===== src/rtl/regfile_sweep.sv =====
// Parametrised 2-read/1-write register file with a multi-cycle clear sweep and write-to-read bypass.
// Define REGFILE_XZR_EN to make entry DEPTH-1 a hardwired zero register.
module regfile_sweep #(
  parameter int WIDTH     = 64,
  parameter int ADDR_BITS = 5
) (
  input  logic                 clk,
  input  logic                 reset,
  input  logic                 clear,
  input  logic                 write,
  input  logic [ADDR_BITS-1:0] wrAddr,
  input  logic [WIDTH-1:0]     wrData,
  input  logic [ADDR_BITS-1:0] rdAddrA,
  input  logic [ADDR_BITS-1:0] rdAddrB,
  output logic [WIDTH-1:0]     rdDataA,
  output logic [WIDTH-1:0]     rdDataB,
  output logic                 busy
);

  localparam int DEPTH = 2 ** ADDR_BITS;
  localparam logic [ADDR_BITS-1:0] LAST = ADDR_BITS'(DEPTH - 1);

  typedef enum logic {
    IDLE,
    CLEAR
  } state_t;

  state_t                 state_q, state_d;
  logic [ADDR_BITS-1:0]   cnt_q, cnt_d;
  logic                   busy_q, busy_d;
  logic [WIDTH-1:0]       mem_q [DEPTH];

  logic                   mem_we;
  logic [ADDR_BITS-1:0]   mem_addr;
  logic [WIDTH-1:0]       mem_wdata;
  logic                   wr_accept;
  logic [WIDTH-1:0]       rd_a, rd_b;

`ifdef REGFILE_XZR_EN
  assign wr_accept = write && (wrAddr != LAST);
`else
  assign wr_accept = write;
`endif

  // A clear on the same idle edge as a write still lets the write land; the sweep zeroes it later.
  always_comb begin
    state_d   = state_q;
    cnt_d     = cnt_q;
    mem_we    = 1'b0;
    mem_addr  = wrAddr;
    mem_wdata = wrData;
    case (state_q)
      IDLE: begin
        mem_we = wr_accept;
        if (clear) begin
          state_d = CLEAR;
          cnt_d   = '0;
        end
      end
      CLEAR: begin
        mem_we    = 1'b1;
        mem_addr  = cnt_q;
        mem_wdata = '0;
        cnt_d     = cnt_q + 1'b1;
        if (cnt_q == LAST) begin
          state_d = IDLE;
        end
      end
      default: begin
        state_d = IDLE;
      end
    endcase
    if (reset) begin
      mem_we = 1'b0;
    end
    busy_d = (state_d == CLEAR);
  end

  always_ff @(posedge clk) begin
    if (reset) begin
      state_q <= CLEAR;
      cnt_q   <= '0;
      busy_q  <= 1'b1;
    end else begin
      state_q <= state_d;
      cnt_q   <= cnt_d;
      busy_q  <= busy_d;
    end
  end

  always_ff @(posedge clk) begin
    if (mem_we) begin
      mem_q[mem_addr] <= mem_wdata;
    end
  end

  // Priority: busy forces zero, then the zero register, then bypass, then storage.
  always_comb begin
    rd_a = mem_q[rdAddrA];
    rd_b = mem_q[rdAddrB];
    if (write && (wrAddr == rdAddrA)) rd_a = wrData;
    if (write && (wrAddr == rdAddrB)) rd_b = wrData;
`ifdef REGFILE_XZR_EN
    if (rdAddrA == LAST) rd_a = '0;
    if (rdAddrB == LAST) rd_b = '0;
`endif
    if (busy_q) begin
      rd_a = '0;
      rd_b = '0;
    end
  end

  assign rdDataA = rd_a;
  assign rdDataB = rd_b;
  assign busy    = busy_q;

endmodule


===== config.mk =====
export PLATFORM = sky130hd
export DESIGN_NAME = regfile_sweep
export DESIGN_NICKNAME = d
export VERILOG_FILES = /design/src/rtl/regfile_sweep.sv
export SDC_FILE = /design/constraint.sdc
export NUM_CORES = 2
export LEC_CHECK = 0
export CAP_MARGIN = 30
export CORE_AREA = 2 2 374 746
export CTS_CLUSTER_SIZE = 16
export DETAILED_ROUTE_END_ITERATION = 8
export DIE_AREA = 0 0 376 748
export PLACE_DENSITY_LB_ADDON = 0.12
export SLEW_MARGIN = 30
export SYNTH_ARGS = -nofsm -noshare
export SYNTH_HDL_FRONTEND = slang
export SYNTH_SLANG_ARGS = --single-unit

===== constraint.sdc =====
create_clock -name clk -period 4.6 [get_ports clk]
set_input_delay 0.46 -clock clk [delete_from_list [all_inputs] [get_ports clk]]
set_output_delay 0.46 -clock clk [all_outputs]
set_load 0.005 [all_outputs]

Word level (Yosys, flattened, before mapping)
Memories as Yosys holds them, arrays and structs flattened.
Cells that the tools add are included.
{"block": "word_totals", "ff_bits": 6, "mem_bits_rw": 2048, "elab_cells": 26, "memories": 1}
{"block": "op_classes", "n_addsub": 1, "eq_ne": 4, "muxes": 15, "bitwise": 1, "n_reduce_logical": 2}
{"name": "mem_q", "depth": 32, "width": 64, "rd": 2, "rd_clocked_by_memory_dff": 0, "write_ports": 1, "line": "31", "text": "logic [WIDTH-1:0] mem_q [DEPTH];"}
{"operator": "64-bit two-way mux", "n": 5}
{"operator": "5-bit equality test", "n": 2}
{"operator": "5-bit two-way mux", "n": 2}
{"operator": "5-bit case mux with 2 select lines", "n": 1}
{"operator": "5-bit by 1-bit adder with 5-bit output, second input constant", "n": 1}
{"operator": "5-bit equality test, second input constant", "n": 1}
{"operator": "1-bit two-way mux", "n": 5}
{"operator": "1-bit case mux with 2 select lines", "n": 2}
{"operator": "1-bit logical AND", "n": 2}
{"operator": "2-bit != test, second input constant", "n": 1}
{"operator": "1-bit NOT", "n": 1}

Logic depth before layout (Yosys ltp)
{"block": "depth", "word_depth": 5, "mapped_depth": 11}

Worst setup path after synthesis
Ideal clock, no wire load.
{"block": "synth_path", "path_type": "flip-flop to flip-flop", "from": "register, netlist name busy", "to": "memory mem_q[0][0], enable pin", "setup_ns": 0.486, "arrival_time_ns": 4.037, "required_ns": 4.114, "setup_slack_ns": 0.077, "path_stages_with_launch": 6, "synth_period_minus_slack_ns": 4.523, "cell_sequence": "dfxtp_1 -> clkbuf_1 -> buf_1 -> mux2i_1 -> nand2_1 -> nor2_1"}
{"item": "end, declared", "line": "31"}

Worst setup path after layout
{"block": "layout_path", "from": "input rdAddrB[3]", "to": "output rdDataB[23]"}
{"block": "layout_between", "elab_chain_len": 4, "word_cells_on_any_way": 5, "classes_between": "1 x eq/ne; 2 x mux; 1 x reduce/logical; 1 x memory"}
{"item": "start, declared", "line": "14", "text": "input logic [ADDR_BITS-1:0] rdAddrB,"}
{"item": "parallel branches: the longest is 2 deep, another holds memory read 32 x 64 bit"}
{"item": "64-bit two-way mux *", "line": "102", "text": "if (write && (wrAddr == rdAddrB)) rd_b = wrData;"}
{"item": "64-bit two-way mux *", "line": "107", "text": "if (busy_q) begin"}
{"item": "end, declared", "line": "16", "text": "output logic [WIDTH-1:0] rdDataB,"}
Mark *: on every way between the ends.

==> flow_summary.yaml <==
power:
  worst_ir_drop_vdd_mv: 0.284
  power_density_mw_per_mm2: 358
  leakage_nw: 35.4
grt:
  grt_pass1_wl_um: 539000
  grt_max_degree: 88
  track_usage_pct: 28.2
  grt.overflow.total: 0
  antenna_found_initial: 7
  grt_pass1_vias: 61870
synth:
  synth_edf_count: 2048
  synth.avg_cell_area_um2: 19.1
  seq_area_frac_synth_pct: 64.2
  yosys_register_bits: 2054
  syn-instance-count: 5035
  synthDistinctLibCells: 70
  yosysWarnings: 0
  synth_flop_cell: "edfxtp_1"
  syn_area_mm2: 0.0959
  syn-num-nets: 5120
  synth-async-reset-ratio_pct: 0
placed_design:
  gp_congestion: 0.843
  port_buffers: 211
  hpwl_um: 244000
worst_setup_path:
  cp-start-kind: "input pin"
  crit_type: "input pin to output pin"
  worstPathMaxFanout: 13
  regToRegSetupSlack_ns: 1.32
  end_kind: "output pin"
  cp.arrival_ns: 4.03
  crit_required_ns: 4.14
cts:
  cts_setup_buffers: 0
  cts_root_buf: "clkbuf_16"
  path_clk_slew_ns: 0.07
  cts_hold_buffers: 0
  post_cts_resized: 0
  cts_max_level: 4
  cts.path.max_buffers: 4
  clk_latency_ns: 0.91
  cts_tree: "yes"
  cts_made_buffers: 196
  cts.sinks: 2054
sta:
  finalClockSkew_ns: 0.0449
  maxSlewViolCount: 0
  hold_viol_final: 0
  period_share_pct: 97.5
  finalSetupViolCount: 0
  rsz0062_at_grt: "false"
  final.setup.tns_ns: 0
  relSlewSlack_pct: 32.1
  clock.fmax_mhz: 223
  worstMarginPinSlew_ns: 1.02
  worst_hold_slack_ns: 0.326
  period_needed_ns: 4.49
floorplanning:
  die_w_um: 376
  std_cell_rows: 273
  ios: 212
  coreArea_mm2: 0.276
  initial_utilization_pct: 34.8
  die_area_mm2: 0.281
  die_y_um: 748
routing:
  ant_nets: 0
  dr_total_vias: 59189
  drt-initial-drc-count: 6672
  drt_wl_total_um: 399000
  wl_per_cell_um: 43.3
  drcViolationCount: 0
  vias_per_cell: 6.42
  first_pass_iters: 5
flow_run:
  maxCapViolCount: 0
finish:
  multi_input_area_mm2: 0.0324
  fin_nets: 5573
  n_fill_cell: 24742
  areaGrowthSynthToFinish_pct: 16.1
  seqCellArea_mm2: 0.0616
  drive_gt1_share_pct: 32.1
worst_hold_path:
  hp-class: "input pin to flip-flop"
run_status:
  outcome: "finished, final reports clean"
## Yosys cell counts (6+ instances only)
cell type / n / area (um^2)
a211oi_1: 27 / 203
a21o_1: 6 / 45.0
a21oi_1: 85 / 425
a221o_1: 55 / 551
a221oi_1: 18 / 158
a22o_1: 51 / 447
a22oi_1: 126 / 946
a31oi_1: 15 / 93.8
and2_1: 6 / 37.5
and3_1: 11 / 68.8
buf_1: 21 / 78.8
buf_12: 10 / 200
buf_2: 105 / 526
buf_4: 80 / 601
buf_6: 43 / 484
buf_8: 7 / 105
clkbuf_1: 125 / 469
dfxtp_1: 6 / 120
edfxtp_1: 2048 / 61500
inv_1: 7 / 26.3
mux2_2: 13 / 146
mux2i_1: 107 / 1070
mux4_2: 975 / 22000
nand2_1: 255 / 957
nand2b_1: 11 / 68.8
nand3_1: 26 / 130
nor2_1: 205 / 769
nor2b_1: 87 / 544
nor3_1: 125 / 626
nor4_1: 11 / 68.8
o21ai_0: 39 / 195
o21ai_1: 7 / 35.0
o221ai_1: 21 / 184
o22a_1: 6 / 52.6
o22ai_1: 198 / 1240
o2bb2ai_1: 9 / 78.8
o32ai_1: 13 / 114
xor2_1: 6 / 52.6
## metrics by stage
step | util [%] | power, mW | instances | setup slack [ns] | area [um^2]
final | 40.4 | 39.9 | 9218 | 0.114 | 111000
after floorplan | - | 22.9 | 5035 | 0.0766 | 95900
after global placement | 38.2 | 24.6 | 8865 | 0.112 | 105000
after global routing | 40.4 | 40.8 | 9214 | 0.0532 | 111000
after CTS | 40.4 | 40.1 | 9213 | 0.131 | 111000
after detailed placement | 38.2 | 24.6 | 8865 | 0.137 | 106000
## layer usage
layer	wire length, um	global-route usage [%]	vias up
li1	-	-	22593
met1	153000	35.8	32998
met2	203000	48.8	2898
met3	24400	3.10	698
met4	19800	12.0	2
met5	13	0	-
## path summary, 6_finish.rpt
check,depth (start not counted),from,end
setup / recovery,10,rdAddrB[3],rdDataB[23]
hold / removal,2,reset,cnt_q[4]$_SDFFE_PP0P_
setup reg to reg,5,busy$_SDFF_PP1_,mem_q[29][10]$_DFFE_PP_
hold reg to reg,2,cnt_q[0]$_SDFFE_PP0P_,cnt_q[0]$_SDFFE_PP0P_
## layout make-up
class                   instances  share of cell area [%]
flip-flops and latches       2054                    55.3
clock buffers                 246                    4.63
diodes                          5                  0.0112
multi-input cells            2576                    29.1
inverters                      13                  0.0449
clock inverters               102                   0.634
well taps                    3575                    4.01
repair buffers                647                    6.30
## power by group
| part | internal (mW) | leakage, nW | switching [mW] | total [mW] |
|---|---|---|---|---|
| combinational | 1.47 | 13.4 | 2.24 | 3.71 |
| clock | 8.41 | 2.86 | 7.33 | 15.7 |
| sequential | 20.4 | 19.1 | 0.0480 | 20.4 |
## critical path, cell delays in order
cell             delay [ns]
buf_2                  0.58
buf_12                 0.24
and2_2                 0.44
buf_4                  0.28
a22o_1                 0.15
a221o_1                0.25
nor2_1                 0.18
nor3_1                 0.53
buf_4                  0.22
clkdlybuf4s50_1        0.63
## cell families after synthesis
logic type / Yosys count / synth area share, %
flops: 2054 / 64.2
simple gates: 765 / 3.63
fa+ha+maj: 2 / 0.0261
buf+inv: 405 / 2.63
compound gates: 702 / 5.22
xor+xnor: 11 / 0.100
mux: 1096 / 24.2
## flip-flops by register name (all words and copies together) (netlist names)
| signal | cells |
|---|---|
| cnt_q | 5 |
| busy | 1 |
| mem_q | 2048 |
## layout by cell type, fill, tap and decap left out, types with 11 or more instances in the layout
cell | synthesis | final
clkdlybuf4s50_1 | 0 | 201
nor2_1 | 205 | 157
o22ai_1 | 198 | 198
mux4_2 | 975 | 975
a22oi_1 | 126 | 126
nand3_1 | 26 | 25
mux2i_1 | 107 | 107
a211oi_1 | 27 | 27
buf_4 | 80 | 310
a221o_1 | 55 | 55
o21ai_0 | 39 | 39
clkbuf_16 | 0 | 199
a21oi_1 | 85 | 85
o32ai_1 | 13 | 13
edfxtp_1 | 2048 | 2048
nand2b_1 | 11 | 11
buf_12 | 10 | 129
a31oi_1 | 15 | 15
a22o_1 | 51 | 51
nor3_1 | 125 | 123
clkinv_2 | 0 | 34
a221oi_1 | 18 | 18
nor2b_4 | 0 | 27
clkbuf_1 | 125 | 47
nor2b_1 | 87 | 44
o221ai_1 | 21 | 21
nor2_2 | 1 | 12
mux2_2 | 13 | 13
nand2_1 | 255 | 252
clkinv_1 | 4 | 49
nor2b_2 | 0 | 16
nor2_4 | 0 | 37
Power figures use the tool's default switching activity.
